==> config.mk <==
export PLATFORM = sky130hd
export DESIGN_NAME = dmi_arbiter
export DESIGN_NICKNAME = d
export VERILOG_FILES = /design/src/rtl/dmi_arbiter.sv
export SDC_FILE = /design/constraint.sdc
export NUM_CORES = 1
export LEC_CHECK = 0
export BUFFER_PORTS_ARGS = -buffer_cell sky130_fd_sc_hd__buf_4
export CORE_AREA = 2 2 92 94
export CTS_CLUSTER_SIZE = 28
export DETAILED_ROUTE_END_ITERATION = 10
export DIE_AREA = 0 0 94 96
export PLACE_DENSITY = 0.76
export SETUP_SLACK_MARGIN = 0.2
export SYNTH_ARGS = -nofsm -noshare
export SYNTH_HDL_FRONTEND = slang
export SYNTH_SLANG_ARGS = --single-unit
==> constraint.sdc <==
create_clock -name clk_i -period 2.06 [get_ports clk_i]
set_input_delay 0.103 -clock clk_i [delete_from_list [all_inputs] [get_ports clk_i]]
set_output_delay 0.103 -clock clk_i [all_outputs]
set_load 0.05 [all_outputs]
==> src/rtl/dmi_arbiter.sv <==
// Two-master DMI arbiter: one outstanding transaction, responses routed back to the issuing master.
// NOP and reserved ops are answered locally without touching the debug module.
module dmi_arbiter #(
    parameter bit FixedPrio = 1'b0
) (
    input  logic             clk_i,
    input  logic             rst_ni,
    input  logic [1:0][40:0] m_req_i,
    input  logic [1:0]       m_req_valid_i,
    output logic [1:0]       m_req_ready_o,
    output logic [1:0][33:0] m_resp_o,
    output logic [1:0]       m_resp_valid_o,
    input  logic [1:0]       m_resp_ready_i,
    output logic [40:0]      dmi_req_o,
    output logic             dmi_req_valid_o,
    input  logic             dmi_req_ready_i,
    input  logic [33:0]      dmi_resp_i,
    input  logic             dmi_resp_valid_i,
    output logic             dmi_resp_ready_o,
    output logic             gnt_o,
    output logic             busy_o
);

    typedef enum logic [1:0] {Idle, Issue, WaitResp, LocalResp} state_e;

    localparam logic [1:0] DtmNop     = 2'd0;
    localparam logic [1:0] DtmRead    = 2'd1;
    localparam logic [1:0] DtmWrite   = 2'd2;
    localparam logic [1:0] DtmSuccess = 2'd0;
    localparam logic [1:0] DtmErr     = 2'd2;

    state_e      state_q;
    logic        gnt_q;
    logic        prio_q;
    logic [40:0] req_q;
    logic [33:0] resp_q;

    logic        winner;
    logic [40:0] win_req;
    logic [1:0]  win_op;

    // prio_q only breaks ties; a lone valid port always wins
    always_comb begin
        winner = 1'b0;
        if (m_req_valid_i == 2'b11) begin
            winner = FixedPrio ? 1'b0 : prio_q;
        end else if (m_req_valid_i[1]) begin
            winner = 1'b1;
        end
    end

    assign win_req = m_req_i[winner];
    assign win_op  = win_req[1:0];

    always_comb begin
        m_req_ready_o    = '0;
        m_resp_valid_o   = '0;
        m_resp_o         = '0;
        dmi_resp_ready_o = 1'b0;
        case (state_q)
            Idle: begin
                if (|m_req_valid_i) begin
                    m_req_ready_o[winner] = 1'b1;
                end
            end
            WaitResp: begin
                m_resp_valid_o[gnt_q] = dmi_resp_valid_i;
                m_resp_o[gnt_q]       = dmi_resp_i;
                dmi_resp_ready_o      = m_resp_ready_i[gnt_q];
            end
            LocalResp: begin
                m_resp_valid_o[gnt_q] = 1'b1;
                m_resp_o[gnt_q]       = resp_q;
            end
            default: begin
            end
        endcase
    end

    assign dmi_req_valid_o = (state_q == Issue);
    assign dmi_req_o       = req_q;
    assign gnt_o           = gnt_q;
    assign busy_o          = (state_q != Idle);

    // Stray downstream responses outside WaitResp never advance the FSM
    always_ff @(posedge clk_i or negedge rst_ni) begin
        if (!rst_ni) begin
            state_q <= Idle;
            gnt_q   <= 1'b0;
            prio_q  <= 1'b0;
            req_q   <= '0;
            resp_q  <= '0;
        end else begin
            case (state_q)
                Idle: begin
                    if (|m_req_valid_i) begin
                        req_q <= win_req;
                        gnt_q <= winner;
                        if (win_op == DtmRead || win_op == DtmWrite) begin
                            state_q <= Issue;
                        end else begin
                            resp_q  <= {32'h0, (win_op == DtmNop) ? DtmSuccess : DtmErr};
                            state_q <= LocalResp;
                        end
                    end
                end
                Issue: begin
                    if (dmi_req_ready_i) begin
                        state_q <= WaitResp;
                    end
                end
                WaitResp: begin
                    if (dmi_resp_valid_i && m_resp_ready_i[gnt_q]) begin
                        state_q <= Idle;
                        if (!FixedPrio) begin
                            prio_q <= ~gnt_q;
                        end
                    end
                end
                LocalResp: begin
                    if (m_resp_ready_i[gnt_q]) begin
                        state_q <= Idle;
                        if (!FixedPrio) begin
                            prio_q <= ~gnt_q;
                        end
                    end
                end
                default: begin
                    state_q <= Idle;
                end
            endcase
        end
    end

endmodule

==> reports/metrics.yaml <==
power:
  switchingPower_mw: 5.21
  internal_power_mw: 3.74
  comb_power_share: 0.750
  ir_worst_vdd_mv: 0.719
  power.leakage_nw: 2.42
  switching_share: 0.582
  p_seq_frac: 0.187
  p_clk_frac: 0.064
  p_per_area_nw_per_um2: 1790
grt:
  gr-total-overflow: 0
  grt_usage: 0.237
  grt_first_pass_wirelength_mm: 17.0
  grt_pass1_vias: 3333
  grt_start_max_net_pins: 47
  antenna_found_initial: 0
clocking:
  cts_tree: "built"
  root_buffer: "clkbuf_8"
  cts_max_path_buffers: 2
  clkSinkCount: 46
  htree_levels: 2
  cts_buffers: 5
  clkLatencyLatePin_ns: 0.29
  clkTransAtPathRegs_ns: 0.09
drt:
  drt_iter0_drc: 308
  wirelength_mm: 11.6
  via_per_inst: 5.31
  first_pass_iters: 5
  post-route-drc-count: 0
  wl_met3_um: 968
  wl_met2_mm: 5.86
  wire_per_inst_um: 16.4
  ant_nets: 0
  num_vias: 3765
  wl_met1_mm: 4.68
  highest_layer: "met4"
critical_path:
  critPathMaxFanout: 22
  critPathKind: "flop to primary output"
  critPathRequiredTime_ns: 1.96
  reg2reg_slack_ns: 0.35
  cp.arrival_ns: 1.64
  r2r-end: "resp_q[1]$_DFFE_PN0P_"
  rr_worst_depth: 6
  critPathCaptureType: "primary output"
  r2r-start: "prio_q$_DFFE_PN0P_"
  startpoint_type: "flop"
logic_synthesis:
  synth_fp_nets: 497
  synth_area_leader_cell: "dfrtp_1"
  synth_area_per_cell_um2: 7.82
  synth_seq_cells: 46
  synth_area_leaders: "dfrtp_1 (40%), nor2_1 (9.5%), a31oi_1 (7.3%), nand2b_1 (7.1%), o21ai_0 (6.5%)"
  syn_area_um2: 2910
  synth_top_area_share: 0.396
  ys_warn_count: 0
  synth-edff-count: 0
  ys_seq_area_frac: 0.396
  synthArstFlopShare: 1.00
  postSynthCellCount: 372
  synth_cell_types: 31
  synth_top_flop_cell: "dfrtp_1"
finish:
  nNetsFinal: 728
  syn2layout_area_growth_pct: 71.6
  nFillCells: 700
  fin_cells: 709
  n_antenna_cell: 0
  drive_gt1_frac: 0.474
  layout_common_cells: "buf_4 (255), nor2_1 (65), dfrtp_1 (44)"
  layout_commonest_cell: "buf_4"
timing:
  hold_viol: 0
  fin_ws_ns: 0.314
  fmax_mhz: 573
  period_minus_slack_ns: 1.75
  fin_crit_sh: 0.848
  rsz0062_at_grt: "false"
  tightestPinTransition_ns: 0.593
  worst_clock_skew_ns: 0.00584
  worst_hold_slack_ns: 0.0402
  slew_headroom: 0.605
  finalSetupTns_ns: 0
  drv_slew: 0
  setup_viol: 0
die:
  io_pins: 241
  die_y_um: 96
  core_area_um2: 8050
  dieArea_um2: 9020
  row_count: 33
  initial_utilization: 0.361
  die_w_um: 94
place:
  numPortBuffers: 240
  pre_cts_ws_ns: 0.283
  dp_cells: 693
  gp_congestion: 0.812
  post-dp-hpwl_mm: 8.64
worst_hold_path:
  hold_class: "input pin to flop"
  hold_end: "dmi_req_o[32]$_DFFE_PN0P_"
  hold_depth: 2
  min-delay-start: "m_req_i[32]"
flow_run:
  cap_violations: 0
outcome:
  status: "completed"
worst max-delay path, stage by stage (launching register included):
cell and delay, ns:
dfrtp_2 0.47, or2b_4 0.31, buf_4 0.22, nor2_1 0.16
buf_6 0.18
power by group through the flow:
stage          clock, mW  sequential (mW)  combinational, mW
6_report           0.571             1.67               6.71
4_1_cts            0.590             1.67               6.57
2_1_floorplan          0             3.05               3.17
5_1_grt            0.621             1.73               7.07
3_5_place_dp           0             1.68               6.55
3_3_place_gp           0             1.67               6.48
stage by stage:
stage	total power [mW]	instance area [um2]	utilization
floorplan	6.22	2930	-
global placement	8.15	4800	0.597
detailed placement	8.23	4800	0.597
CTS	8.83	4910	0.610
global route	9.41	4990	0.620
finish	8.95	4990	0.620
Yosys cell counts, drive strengths merged (2+ instances only):
cell    count
nand3      35
dfrtp      46
inv         2
a31oi      34
and4        7
or2b        2
o31ai       4
nor2       76
a21oi      34
clkbuf     18
o21ai      38
nand2       4
nand2b     34
a221o       7
mux2i       2
and2        2
buf        20
kinds of logic (layout without fill, tap and decap cells):
group,after synthesis,after routing,synth area share
AO/OA/AOI/OAI,120,120,0.244
AND/OR/NAND/NOR,163,163,0.281
flip-flops,46,46,0.396
multiplexers,2,2,0.00688
buffers and inverters,40,272,0.0680
adder cells (fa/ha/maj),1,1,0.00430
area by class of cell:
| type | count | area [um2] | share of cell area |
|---|---|---|---|
| Inverter | 2 | 10.0 | 0.00201 |
| Clock buffer | 7 | 86.3 | 0.0173 |
| Sequential cell | 46 | 1150 | 0.231 |
| Timing Repair Buffer | 262 | 2010 | 0.403 |
| Multi-Input combinational cell | 286 | 1590 | 0.319 |
| Tap cell | 105 | 131 | 0.0263 |
| Clock inverter | 1 | 5.00 | 0.00100 |
state kept, by name, summed over array words and instances, names as in the netlist:
name	flops
resp_q	1
gnt_o	1
state_q	2
dmi_req_o	41
prio_q	1
timing repair:
action,CTS,global route
pin swaps,1,0
resized for setup,3,7
endpoints found under the setup margin,23,43
buffers inserted,0,7
hold endpoints to repair,46,0
hold buffers,1,0
worst max-delay path by stage:
| stage | slack [ns] | endpoint | start | cells after the start |
|---|---|---|---|---|
| CTS | 0.22 | m_resp_o[64] | gnt_o$_DFFE_PN0P_ | 4 |
| detailed placement | 0.28 | resp_q[1]$_DFFE_PN0P_ | prio_q$_DFFE_PN0P_ | 6 |
| global route | 0.21 | resp_q[1]$_DFFE_PN0P_ | prio_q$_DFFE_PN0P_ | 6 |
| floorplan | 0.06 | m_resp_o[0] | gnt_o$_DFFE_PN0P_ | 4 |
| global placement | 0.36 | resp_q[1]$_DFFE_PN0P_ | prio_q$_DFFE_PN0P_ | 6 |
| finish | 0.31 | m_resp_o[12] | gnt_o$_DFFE_PN0P_ | 4 |
metal layers:
metal | vias up | track usage
met3 | 13 | 0.0548
met2 | 181 | 0.411
met5 | - | 0
met1 | 1789 | 0.306
li1 | 1782 | -
met4 | 0 | 0.0423
No activity file was read; power rests on OpenSTA's default activity.
